==> src/rtl/pan_tilt_servo_ctrl.sv <==
// Pan/tilt servo controller: a 50 Hz proportional loop pulls the locked target toward screen centre. State and positions change once per frame; new pulse widths appear in the next frame.
// No backpressure: inputs are sampled only on the frame update. Optional CENTER_FREEZE_EN lets center_hit suppress tracking steps.
module pan_tilt_servo_ctrl #(
  parameter int CLK_HZ        = 100_000_000,
  parameter int PWM_PERIOD_US = 20000,
  parameter int POS_MIN_US    = 1000,
  parameter int POS_MAX_US    = 2000,
  parameter int POS_HOME_US   = 1500,
  parameter int CENTER_X      = 320,
  parameter int CENTER_Y      = 240,
  parameter int DEADBAND      = 16,
  parameter int GAIN_SHIFT    = 4,
  parameter int MAX_STEP      = 8,
  parameter int LOST_TIMEOUT  = 25
) (
  input  logic        clk,
  input  logic        reset,
  input  logic        is_locked,
  input  logic        target_valid,
  input  logic [9:0]  target_x,
  input  logic [9:0]  target_y,
  input  logic        center_hit,
  output logic        pwm_pan,
  output logic        pwm_tilt,
  output logic [11:0] pan_pos,
  output logic [11:0] tilt_pos,
  output logic [1:0]  state,
  output logic        at_limit
);

  typedef enum logic [1:0] {S_IDLE = 2'd0, S_TRACK = 2'd1, S_HOLD = 2'd2, S_HOME = 2'd3} state_t;

  localparam int PRE   = CLK_HZ / 1_000_000;
  localparam int PRE_W = (PRE > 1) ? $clog2(PRE) : 1;
  localparam int US_W  = $clog2(PWM_PERIOD_US);
  localparam int LC_W  = $clog2(LOST_TIMEOUT + 1);
  localparam logic signed [10:0] DB     = 11'(DEADBAND);
  localparam logic signed [10:0] MS     = 11'(MAX_STEP);
  localparam logic signed [13:0] P_MIN  = 14'(POS_MIN_US);
  localparam logic signed [13:0] P_MAX  = 14'(POS_MAX_US);
  localparam logic [11:0]        P_HOME = 12'(POS_HOME_US);
  localparam logic [11:0]        STEP_U = 12'(MAX_STEP);

  state_t            st, nxt_st;
  logic [PRE_W-1:0]  prescaler;
  logic [US_W-1:0]   us_cnt;
  logic [LC_W-1:0]   lost_cnt, nxt_lost;
  logic [11:0]       width_pan, width_tilt, nxt_pan, nxt_tilt;
  logic              tick, upd, upd_d, nxt_lim, do_track, freeze;
  logic signed [10:0] ex, ey;
  logic signed [11:0] stp_pan, stp_tilt;
  logic [12:0]       trk_pan, trk_tilt;

  // Proportional step: deadband, floor-shift, minimum magnitude of one, then clamp.
  function automatic logic signed [11:0] axis_step(input logic signed [10:0] e);
    logic signed [10:0] mag, s;
    mag = (e < 0) ? -e : e;
    s   = e >>> GAIN_SHIFT;
    if (mag <= DB) begin
      axis_step = '0;
    end else begin
      if (s == 0) s = (e < 0) ? -11'sd1 : 11'sd1;
      if (s > MS) s = MS;
      else if (s < -MS) s = -MS;
      axis_step = 12'(s);
    end
  endfunction

  // Returns {saturated, new position}.
  function automatic logic [12:0] track_axis(input logic [11:0] pos, input logic signed [11:0] stp);
    logic signed [13:0] sum;
    sum = $signed({2'b00, pos}) + 14'(stp);
    if (sum > P_MAX)      track_axis = {1'b1, P_MAX[11:0]};
    else if (sum < P_MIN) track_axis = {1'b1, P_MIN[11:0]};
    else                  track_axis = {1'b0, sum[11:0]};
  endfunction

  function automatic logic [11:0] home_move(input logic [11:0] pos);
    logic [11:0] d;
    if (pos > P_HOME) begin
      d = pos - P_HOME;
      home_move = pos - ((d > STEP_U) ? STEP_U : d);
    end else begin
      d = P_HOME - pos;
      home_move = pos + ((d > STEP_U) ? STEP_U : d);
    end
  endfunction

`ifdef CENTER_FREEZE_EN
  assign freeze = center_hit;
`else
  logic unused_center_hit;
  assign unused_center_hit = center_hit;
  assign freeze = 1'b0;
`endif

  assign tick     = (prescaler == PRE_W'(PRE - 1));
  assign upd      = tick && (us_cnt == US_W'(PWM_PERIOD_US - 1));
  assign ex       = 11'($signed({1'b0, target_x}) - CENTER_X);
  assign ey       = 11'($signed({1'b0, target_y}) - CENTER_Y);
  assign stp_pan  = freeze ? 12'sd0 : axis_step(ex);
  assign stp_tilt = freeze ? 12'sd0 : axis_step(ey);
  assign trk_pan  = track_axis(pan_pos, stp_pan);
  assign trk_tilt = track_axis(tilt_pos, stp_tilt);
  assign state    = st;

  // Next-state decision for the frame update; lock loss always wins.
  always_comb begin
    nxt_st   = st;
    nxt_pan  = pan_pos;
    nxt_tilt = tilt_pos;
    nxt_lim  = 1'b0;
    nxt_lost = lost_cnt;
    do_track = 1'b0;
    case (st)
      S_IDLE: begin
        if (is_locked && target_valid) begin
          nxt_st   = S_TRACK;
          do_track = 1'b1;
        end
      end
      S_TRACK: begin
        if (!is_locked) begin
          nxt_st = S_HOME;
        end else if (!target_valid) begin
          nxt_st   = S_HOLD;
          nxt_lost = LC_W'(1);
        end else begin
          do_track = 1'b1;
        end
      end
      S_HOLD: begin
        if (!is_locked) begin
          nxt_st   = S_HOME;
          nxt_lost = '0;
        end else if (target_valid) begin
          nxt_st   = S_TRACK;
          nxt_lost = '0;
          do_track = 1'b1;
        end else if (lost_cnt + 1'b1 == LC_W'(LOST_TIMEOUT)) begin
          nxt_st   = S_HOME;
          nxt_lost = '0;
        end else begin
          nxt_lost = lost_cnt + 1'b1;
        end
      end
      default: begin
        if (is_locked && target_valid) begin
          nxt_st   = S_TRACK;
          do_track = 1'b1;
        end else begin
          nxt_pan  = home_move(pan_pos);
          nxt_tilt = home_move(tilt_pos);
          if (nxt_pan == P_HOME && nxt_tilt == P_HOME) nxt_st = S_IDLE;
        end
      end
    endcase
    if (do_track) begin
      nxt_pan  = trk_pan[11:0];
      nxt_tilt = trk_tilt[11:0];
      nxt_lim  = trk_pan[12] | trk_tilt[12];
    end
  end

  always_ff @(posedge clk or posedge reset) begin
    if (reset) begin
      prescaler  <= '0;
      us_cnt     <= '0;
      upd_d      <= 1'b0;
      width_pan  <= P_HOME;
      width_tilt <= P_HOME;
      pwm_pan    <= 1'b0;
      pwm_tilt   <= 1'b0;
      st         <= S_IDLE;
      pan_pos    <= P_HOME;
      tilt_pos   <= P_HOME;
      lost_cnt   <= '0;
      at_limit   <= 1'b0;
    end else begin
      prescaler <= tick ? '0 : prescaler + 1'b1;
      if (tick) us_cnt <= upd ? '0 : us_cnt + 1'b1;
      upd_d <= upd;
      // Widths latch just after the update so a pulse never changes mid-flight.
      if (upd_d) begin
        width_pan  <= pan_pos;
        width_tilt <= tilt_pos;
      end
      pwm_pan  <= (16'(us_cnt) < 16'(width_pan));
      pwm_tilt <= (16'(us_cnt) < 16'(width_tilt));
      if (upd) begin
        st       <= nxt_st;
        pan_pos  <= nxt_pan;
        tilt_pos <= nxt_tilt;
        lost_cnt <= nxt_lost;
        at_limit <= nxt_lim;
      end
    end
  end

endmodule

==> config.mk <==
export PLATFORM = sky130hd
export DESIGN_NAME = pan_tilt_servo_ctrl
export DESIGN_NICKNAME = d
export VERILOG_FILES = /design/src/rtl/pan_tilt_servo_ctrl.sv
export SDC_FILE = /design/constraint.sdc
export NUM_CORES = 1
export LEC_CHECK = 0
export ABC_AREA = 1
export ABC_CLOCK_PERIOD_IN_PS = 4500
export CORE_MARGIN = 3
export CORE_UTILIZATION = 40
export DETAILED_ROUTE_END_ITERATION = 8
export GPL_ROUTABILITY_DRIVEN = 0
export PLACE_DENSITY_LB_ADDON = 0.05
export SKIP_LAST_GASP = 1
export SLEW_MARGIN = 20
export SYNTH_ARGS = -nofsm -noshare
export SYNTH_HDL_FRONTEND = slang
export SYNTH_SLANG_ARGS = --single-unit
export TNS_END_PERCENT = 10
==> constraint.sdc <==
create_clock -name clk -period 4.5 [get_ports clk]
set_clock_uncertainty 0.05 [all_clocks]
set_input_delay 0.675 -clock clk [delete_from_list [all_inputs] [get_ports clk]]
set_output_delay 0.675 -clock clk [all_outputs]
set_load 0.05 [all_outputs]
==> impl_metrics.json <==
{
  "htree_levels": 3,
  "grtUsageTotal_pct": 23.1,
  "fillCellCount": 2228,
  "startpoint_type": "register",
  "async_flop_share_pct": 100,
  "postLayoutCellArea_mm2": 0.0121,
  "clk_path_buf_depth": 2,
  "p_clk_share_pct": 36.9,
  "worstPathRequired_ns": 4.68,
  "holdBufCountCts": 0,
  "die_x_um": 156,
  "cp-end-kind": "register",
  "place_area_mm2": 0.0115,
  "status": "finished clean",
  "synth_seq_cells": 81,
  "rsz0062_at_grt": "true",
  "p_sw_share_pct": 30.0,
  "hold_viol_final": 0,
  "worst-path-buf-inv": 5,
  "hp-class": "register to register",
  "switching_power_uw": 580,
  "grt_max_degree": 49,
  "ir_drop_mv": 0.167,
  "avgSynthCellArea_um2": 6.57,
  "crit_path_frequent_cell": "nand2_1",
  "detail-route-antenna-nets": 0,
  "cts.sinks": 81,
  "antenna_found_initial": 0,
  "setup_violations": 0,
  "total_power_mw": 1.94,
  "whs_ns": 0.406,
  "synth_cell_types": 59,
  "cellInternalPower_mw": 1.36,
  "maxSlewViolCount": 0,
  "netlist_area_mm2": 0.00896,
  "critPathMaxFanout": 5,
  "core-area_mm2": 0.0219,
  "synth-edff-count": 0,
  "avgRoutedWirePerCell_um": 14.5,
  "p_per_area_mw_per_mm2": 160,
  "diodes": 0,
  "max_freq_mhz": 225,
  "die_h_um": 156,
  "synth_nets": 1488,
  "grt_pass1_wl_um": 45900,
  "route.detailed.drc": 0,
  "critPathTopFamily": "simple AND/OR/NAND/NOR gates",
  "row_count": 54,
  "dp_hpwl_um": 23000,
  "crit_path_top_delay_cell": "dfstp_2",
  "syn_to_final_growth_pct": 35.1,
  "tightest_slew_ns": 0.947,
  "cpPeakStageDelay_ns": 0.58,
  "post-route-period-util_pct": 98.6,
  "grt_pass1_vias": 9300,
  "start_util_pct": 40.9,
  "numCtsBuffers": 9,
  "wl_um": 28000,
  "yosysWarnings": 0,
  "pwr-share-comb_pct": 25.4,
  "min_period_ns": 4.44,
  "vias_per_cell": 5.03,
  "vias": 9724,
  "nets": 1773,
  "ys.flop_type": "dfrtp_1",
  "first_pass_iters": 4,
  "cap_violations": 0,
  "final_common_cell": "nand2_1",
  "drt_iter0_drc": 442,
  "power_frac_seq_pct": 37.7,
  "ys_seq_area_share_pct": 23.0,
  "cts_tree": "built",
  "numPortBuffers": 52,
  "dieArea_mm2": 0.0242,
  "critical_path_arrival_ns": 4.61,
  "syn_inst": 1363,
  "io_pins": 54,
  "drive_above_1_share_pct": 22.5,
  "setup_tns_ns": 0,
  "path_clk_slew_ns": 0.07,
  "maxSlewHeadroom_pct": 36.4,
  "insertion_delay_ns": 0.34,
  "crit_type": "register to register",
  "power_leakage_nw": 5.97,
  "clockRootBuffer": "clkbuf_16",
  "grt_overflow_total": 0,
  "final_cell_mix": "nand2_1 (339), buf_4 (237), inv_1 (219), nor2_1 (102), ha_1 (87)"
}
==> state kept, by name (all words and copies together) (netlist names) <==
| name | count |
|---|---|
| at_limit | 1 |
| lost_cnt | 5 |
| pan_pos | 12 |
| prescaler | 7 |
| pwm_pan | 1 |
| pwm_tilt | 1 |
| state | 2 |
| tilt_pos | 12 |
| upd_d | 1 |
| us_cnt | 15 |
| width_pan | 12 |
| width_tilt | 12 |
==> cells in the mapped netlist, drive strengths merged, types with 3 or more instances <==
library cell,number,area [µm²]
o22ai,4,25.0
ha,96,1200
xnor2,11,96.3
a21oi,88,455
nor4,7,50.1
o31ai,3,22.5
nor3,48,240
a31oi,12,75.1
dfrtp,53,1330
buf,4,26.3
a211oi,7,52.6
or2,4,25.0
nand4,26,163
clkbuf,12,45.0
nor2,116,469
nand3,89,495
o211ai,3,22.5
nand2,351,1360
nand3b,8,60.1
inv,222,833
xor2,35,325
fa,4,80.1
dfstp,28,736
o21bai,9,67.6
a21boi,5,37.5
o21ai,92,464
==> power groups by stage <==
stage / logic, mW / clock network [mW] / registers, mW
global route: 0.548 / 0.758 / 0.729
floorplan: 0.251 / 0 / 0.742
finish: 0.492 / 0.715 / 0.729
CTS: 0.494 / 0.730 / 0.729
global placement: 0.476 / 0 / 0.742
detailed placement: 0.479 / 0 / 0.742
==> path summary, 6_finish.rpt <==
check | from | endpoint | slack, ns | cells past startpoint
max | tilt_pos[3] | state[1] | 0.06 | 29
min | prescaler[0] | prescaler[0] | 0.41 | 1
max reg2reg | tilt_pos[3] | state[1] | 0.06 | 29
min reg2reg | prescaler[0] | prescaler[0] | 0.41 | 1
max in group asynchronous | reset | width_pan[8] | 2.79 | 3
min in group asynchronous | reset | lost_cnt[1] | 0.74 | 2
==> repair_timing <==
action | in CTS | in global routing
endpoints found under the setup margin | 25 | 26
buffers inserted | 1 | 5
pin swaps | 6 | 12
gates resized for setup | 35 | 42
==> logic make-up (layout without fill, tap and decap cells) <==
| kind of cell | count (synthesis) | in the layout | synth area share (%) |
|---|---|---|---|
| and+or+nand+nor | 653 | 653 | 32.2 |
| AOI/OAI and AO/OA | 242 | 242 | 15.4 |
| buffers and inverters | 240 | 530 | 10.2 |
| adders and majority gates | 100 | 100 | 14.3 |
| DFF | 81 | 81 | 23.0 |
| xor gates and xnor gates | 46 | 46 | 4.71 |
| muxes | 1 | 1 | 0.112 |
==> final cells by class <==
class,instances,area (µm²),share of cell area (%)
Clock buffer,9,225,1.86
Sequential cell,81,2060,17.0
Clock inverter,7,57.6,0.475
Timing Repair Buffer,290,2310,19.1
Tap cell,280,350,2.89
Multi-Input combinational cell,1042,6250,51.7
Inverter,224,842,6.96
==> stage by stage <==
| step | instances | utilization (%) | setup WS (ns) |
|---|---|---|---|
| global route | 1933 | 55.3 | -0.299 |
| global placement | 1911 | 52.5 | -0.725 |
| floorplan | 1363 | - | 0.0764 |
| detailed placement | 1911 | 52.5 | -0.787 |
| finish | 1933 | 55.3 | 0.0648 |
| CTS | 1928 | 54.4 | -0.0292 |
==> routing by layer <==
layer	part of all wire [%]	routed length [µm]	up-vias	GRT usage, %
met3	2.8	775	30	1.75
li1	-	-	5053	-
met4	1.8	512	0	5.21
met2	48	13500	167	40.0
met5	0	0	-	0
met1	47	13200	4474	31.6
Power figures use the tool's default switching activity.
